<file path="src/rtl/add_if.sv">
// Operand/result bundle for the pipelined adder.
// The master drives operands; the slave (the adder) returns the sum and flags.
interface add_if #(
  parameter int WIDTH = 8
);
  logic             in_valid;
  logic [WIDTH-1:0] A;
  logic [WIDTH-1:0] B;
  logic [WIDTH:0]   C;
  logic             out_valid;
  logic             carry;
  logic             zero;
  logic             ovf;

  modport master (
    output in_valid, A, B,
    input  C, out_valid, carry, zero, ovf
  );

  modport slave (
    input  in_valid, A, B,
    output C, out_valid, carry, zero, ovf
  );
endinterface

</file>
<file path="src/rtl/add.sv">
// Two-stage pipelined unsigned adder: low half summed in stage 1, high half plus
// the low-half carry in stage 2. Produces a WIDTH+1-bit result and carry/zero/ovf flags.
module add #(
  parameter int WIDTH = 8
) (
  input logic  clk,
  input logic  rst_n,
  add_if.slave bus
);
  localparam int L = WIDTH / 2;
  localparam int H = WIDTH - L;

  logic [L-1:0]   lo_sum_q, lo_sum_d;
  logic           lo_cy_q, lo_cy_d;
  logic [H-1:0]   a_hi_q, a_hi_d;
  logic [H-1:0]   b_hi_q, b_hi_d;
  logic           v1_q, v1_d;
  logic [WIDTH:0] c_q, c_d;
  logic           carry_q, carry_d;
  logic           zero_q, zero_d;
  logic           ovf_q, ovf_d;
  logic           out_valid_q, out_valid_d;
  logic [H:0]     hi_sum;

  // Stage 1: datapath registers only load on valid input so bubbles hold the last operands.
  always_comb begin
    lo_sum_d = lo_sum_q;
    lo_cy_d  = lo_cy_q;
    a_hi_d   = a_hi_q;
    b_hi_d   = b_hi_q;
    v1_d     = bus.in_valid;
    if (bus.in_valid) begin
      {lo_cy_d, lo_sum_d} = {1'b0, bus.A[L-1:0]} + {1'b0, bus.B[L-1:0]};
      a_hi_d              = bus.A[WIDTH-1:L];
      b_hi_d              = bus.B[WIDTH-1:L];
    end
  end

  assign hi_sum = {1'b0, a_hi_q} + {1'b0, b_hi_q} + {{H{1'b0}}, lo_cy_q};

  // Stage 2: result and flags only update for valid results, so C holds across bubbles.
  always_comb begin
    c_d         = c_q;
    carry_d     = carry_q;
    zero_d      = zero_q;
    ovf_d       = ovf_q;
    out_valid_d = v1_q;
    if (v1_q) begin
      c_d     = {hi_sum, lo_sum_q};
      carry_d = hi_sum[H];
      zero_d  = ~|{hi_sum, lo_sum_q};
      ovf_d   = (a_hi_q[H-1] == b_hi_q[H-1]) && (hi_sum[H-1] != a_hi_q[H-1]);
    end
  end

  always_ff @(posedge clk or negedge rst_n) begin
    if (!rst_n) begin
      lo_sum_q    <= '0;
      lo_cy_q     <= 1'b0;
      a_hi_q      <= '0;
      b_hi_q      <= '0;
      v1_q        <= 1'b0;
      c_q         <= '0;
      carry_q     <= 1'b0;
      zero_q      <= 1'b0;
      ovf_q       <= 1'b0;
      out_valid_q <= 1'b0;
    end else begin
      lo_sum_q    <= lo_sum_d;
      lo_cy_q     <= lo_cy_d;
      a_hi_q      <= a_hi_d;
      b_hi_q      <= b_hi_d;
      v1_q        <= v1_d;
      c_q         <= c_d;
      carry_q     <= carry_d;
      zero_q      <= zero_d;
      ovf_q       <= ovf_d;
      out_valid_q <= out_valid_d;
    end
  end

  assign bus.C         = c_q;
  assign bus.carry     = carry_q;
  assign bus.zero      = zero_q;
  assign bus.ovf       = ovf_q;
  assign bus.out_valid = out_valid_q;
endmodule

</file>
<file path="src/flat_wrapper.sv">
// flat-port wrapper written by rule: the top's interface ports become plain ports
module add_flat 
#(
  parameter int WIDTH = 8
)
  (clk, rst_n, bus_in_valid, bus_A, bus_B, bus_C, bus_out_valid, bus_carry, bus_zero, bus_ovf);
  add_if #(.WIDTH(WIDTH)) bus_i ();
  input logic clk;
  input logic rst_n;
  input wire logic [$bits(bus_i.in_valid)-1:0] bus_in_valid;
  input wire logic [$bits(bus_i.A)-1:0] bus_A;
  input wire logic [$bits(bus_i.B)-1:0] bus_B;
  output wire logic [$bits(bus_i.C)-1:0] bus_C;
  output wire logic [$bits(bus_i.out_valid)-1:0] bus_out_valid;
  output wire logic [$bits(bus_i.carry)-1:0] bus_carry;
  output wire logic [$bits(bus_i.zero)-1:0] bus_zero;
  output wire logic [$bits(bus_i.ovf)-1:0] bus_ovf;
  assign bus_i.in_valid = bus_in_valid;
  assign bus_i.A = bus_A;
  assign bus_i.B = bus_B;
  assign bus_C = bus_i.C;
  assign bus_out_valid = bus_i.out_valid;
  assign bus_carry = bus_i.carry;
  assign bus_zero = bus_i.zero;
  assign bus_ovf = bus_i.ovf;
  add #(.WIDTH(WIDTH)) u_core (.clk(clk), .rst_n(rst_n), .bus(bus_i));
endmodule
</file>
<file path="config.mk">
export PLATFORM = sky130hd
export DESIGN_NAME = add_flat
export DESIGN_NICKNAME = d
export VERILOG_FILES = /design/src/rtl/add_if.sv /design/src/rtl/add.sv /design/src/flat_wrapper.sv
export SDC_FILE = /design/constraint.sdc
export NUM_CORES = 1
export LEC_CHECK = 0
export ABC_CLOCK_PERIOD_IN_PS = 2300
export BUFFER_PORTS_ARGS = -buffer_cell sky130_fd_sc_hd__clkbuf_2
export CORE_MARGIN = 2
export CORE_UTILIZATION = 54
export CTS_BUF_LIST = sky130_fd_sc_hd__clkbuf_8
export DETAILED_ROUTE_END_ITERATION = 12
export HOLD_SLACK_MARGIN = 0.05
export PLACE_DENSITY = 0.86
export SYNTH_ARGS = -nofsm -noshare
export SYNTH_HDL_FRONTEND = slang
export SYNTH_SLANG_ARGS = --single-unit
</file>
<file path="constraint.sdc">
create_clock -name clk -period 2.3 [get_ports clk]
set_clock_uncertainty 0.1 [all_clocks]
set_input_delay 0.23 -clock clk [delete_from_list [all_inputs] [get_ports clk]]
set_output_delay 0.23 -clock clk [all_outputs]
set_load 0.02 [all_outputs]
</file>
==> impl_metrics.yaml <==
setup_path:
  arrival_ns: 2.12
  crit_type: "flip-flop to flip-flop"
  rr_endpoint: "u_core.bus.zero"
  slowest_stage: "fa_1"
  worst_setup_path_end_kind: "flip-flop"
  crit_start: "u_core.b_hi_q[0]"
  critPathRequiredTime_ns: 2.38
  critPathLaunchType: "flip-flop"
  timing.rr.start: "u_core.b_hi_q[0]"
  worst-r2r-setup-slack_ns: 0.26
  crit_top_cell: "fa_1"
  max_stage_delay_ns: 0.52
  ff2ff_path_depth: 7
  critical_path.top_delay_family: "adder cells"
  cp-endpoint: "u_core.bus.zero"
  cp_num_cells: 7
  crit_chain: "inv_1 -> fa_1 -> fa_1 -> nand4b_1 -> nor2_1 -> nand4_1 -> o22ai_1"
  crit_buf_inv: 1
  worstPathMaxFanout: 2
synthesis:
  synth_area_leaders: "dfrtp_1 52%, mux2_2 11%, ha_1 7.0%"
  yosys_warnings: 0
  postSynthAreaPerCell_um2: 12.16
  synth-compound-area-share: 0.06593
  synthTopCellsByCount: "26 x dfrtp_1, 14 x inv_1, 12 x mux2_2"
  synth_top_family_by_area: "multiplexers"
  synth_cell_types: 26
  synth-adder-area-share: 0.1179
  async_flop_share: 1.000
  seq_area_frac_synth: 0.5195
  netlist.area_leader.share: 0.5195
  synth_simple_gate_area_share: 0.05794
  synth-seq-cells: 26
  synth_xor_area_frac: 0.03497
  synthMuxAreaShare: 0.1439
  syn_nets: 132
  ys.flop_type: "dfrtp_1"
  netlist_instances: 103
  yosysMostFrequentCell: "dfrtp_1"
  yosys.area.top_type: "dfrtp_1"
  synth_edf_count: 0
  netlist_area_um2: 1252
die:
  core_um2: 2212
  num_rows: 17
  die_h_um: 52.16
  initial_core_util: 0.5662
  io_pins: 32
  die_x_um: 52.16
  die_area_um2: 2721
timing:
  rsz0062_at_grt: "no"
  setup_viol: 0
  fmax_ghz: 0.4902
  fin_tns_setup_ns: 0
  period_share: 0.8870
  worst_pin_slew_ns: 0.6230
  timing.final.hold_violations: 0
  slew_violations: 0
  fin_crit_ns: 2.040
  slew_headroom: 0.5847
power_and_ir_drop:
  power_density_nw_per_um2: 808.0
  leakage_nw: 0.7349
  peakVddDrop_mv: 0.3821
clock_network:
  numCtsBuffers: 3
  clock_latency_ns: 0.26
  postCtsSetupBuffers: 0
  root_buffer: "clkbuf_8"
  cts.sinks: 26
  clk_pin_slew_ns: 0.08
  cts_tree: "built"
  clockBufferDepth: 2
  htreeDepth: 1
  cts_resized: 0
drt:
  wl_per_cell_um: 13.15
  vias: 818
  vias_per_cell: 5.049
  dr.pass1.iters: 4
  drc_errors: 0
  routed_wl_um: 2130
  first_iter_violations: 8
  detail-route-antenna-nets: 0
global_route:
  grt.total_usage: 0.1853
  antenna_found_initial: 0
  grt_pass1_vias: 839
  grt_max_degree: 27
  grt_first_pass_wirelength_um: 3615
  overflow: 0
outcome:
  status: "finished, final reports clean"
cells_and_area:
  nFillCells: 181
  synthToLayoutAreaGrowth_pct: 17.48
  finalCoreUtilization: 0.6652
  drive_above_1_share: 0.3582
  ff_latch_area_um2: 650.6
  instances_no_fill: 162
  final_nets: 165
  multiInputGateArea_um2: 526.8
  diodes: 0
placement:
  gp_congestion: 0.7947
  io_buffer_count: 31
  placed_cells: 158
  hpwl_um: 1649
worst_hold_path:
  holdCritPathClass: "primary input to flip-flop"
  holdPathStages: 3
run:
  cap_violations: 0
[what timing repair did]
item	4_1_cts	5_1_grt
endpoints found under the hold margin	26	0
hold buffers	1	0
setup endpoints to repair	0	0
[flip-flops by register name (all words and copies together), names as in the netlist]
name	flops
u_core.out_valid_d	1
u_core.lo_sum_q	4
u_core.a_hi_q	4
u_core.bus.C	8
u_core.bus.ovf	1
u_core.bus.out_valid	1
u_core.bus.zero	1
u_core.bus.carry	1
u_core.b_hi_q	4
u_core.lo_cy_q	1
[worst reg2reg max path: stages, from the launching register on]
cell,delay [ns]
dfrtp_1,0.34
inv_1,0.07
fa_1,0.46
fa_1,0.52
nand4b_1,0.10
nor2_1,0.13
nand4_1,0.10
o22ai_1,0.13
[per-stage QoR]
| stage | area [µm²] | setup WS, ns | power [W] | hold WS [ns] |
|---|---|---|---|---|
| CTS | 1471 | 0.2530 | 0.001203 | 0.06674 |
| detailed placement | 1420 | 0.2712 | 0.0009566 | 0.1762 |
| global route | 1471 | 0.1346 | 0.001270 | 0.08707 |
| finish | 1471 | 0.2599 | 0.001189 | 0.07471 |
| global placement | 1420 | 0.3919 | 0.0009413 | 0.1635 |
| floorplan | 1252 | 0.4517 | 0.0008390 | -0.1656 |
[worst min-delay path by stage]
stage	start	to	slack, ns
floorplan	rst_n	u_core.a_hi_q[0]	-0.17
global placement	rst_n	u_core.bus.C[4]	0.16
detailed placement	rst_n	u_core.bus.out_valid	0.18
CTS	bus_B[5]	u_core.b_hi_q[1]	0.07
global route	bus_B[7]	u_core.b_hi_q[3]	0.09
finish	bus_B[5]	u_core.b_hi_q[1]	0.07
[metal layers]
metal	vias up	track usage	share of wire	routed length [µm]
met1	390	0.2243	0.41	876
met2	28	0.3291	0.53	1136
met4	0	0.07265	0	0
met3	0	0.02874	0.055	117
li1	400	-	-	-
met5	-	0	0	0
[where the power goes]
part | switching, W | internal, W
Combinational | 0.000193 | 0.000158
Clock | 0.000128 | 0.000117
Sequential | 0.0000516 | 0.000541
Total | 0.000373 | 0.000816
[layout make-up]
| class | count | area share |
|---|---|---|
| Timing Repair Buffer | 32 | 0.1122 |
| Multi-Input combinational cell | 59 | 0.3580 |
| Tap cell | 28 | 0.02381 |
| Inverter | 14 | 0.03571 |
| Sequential cell | 26 | 0.4422 |
| Clock buffer | 3 | 0.02806 |
[cells in the final DEF (no fill, tap or decap), types with 2 or more instances in the layout]
| cell | count |
|---|---|
| clkbuf_2 | 31 |
| clkbuf_8 | 3 |
| dfrtp_1 | 26 |
| fa_1 | 3 |
| ha_1 | 7 |
| inv_1 | 14 |
| mux2_2 | 12 |
| mux2i_1 | 3 |
| nand2_1 | 5 |
| nor2_1 | 2 |
| nor2b_1 | 2 |
| o21ai_0 | 7 |
| o22ai_1 | 2 |
| xnor2_1 | 4 |
[cells by family (layout without fill, tap and decap cells)]
group                      after synthesis  in the layout
xor gates and xnor gates                 5              5
buffers and inverters                   18             49
adders and majority gates               10             10
AOI/OAI and AO/OA                       14             14
muxes                                   16             16
and+or+nand+nor                         14             14
DFF                                     26             26
(Power assumes the default switching activity.)
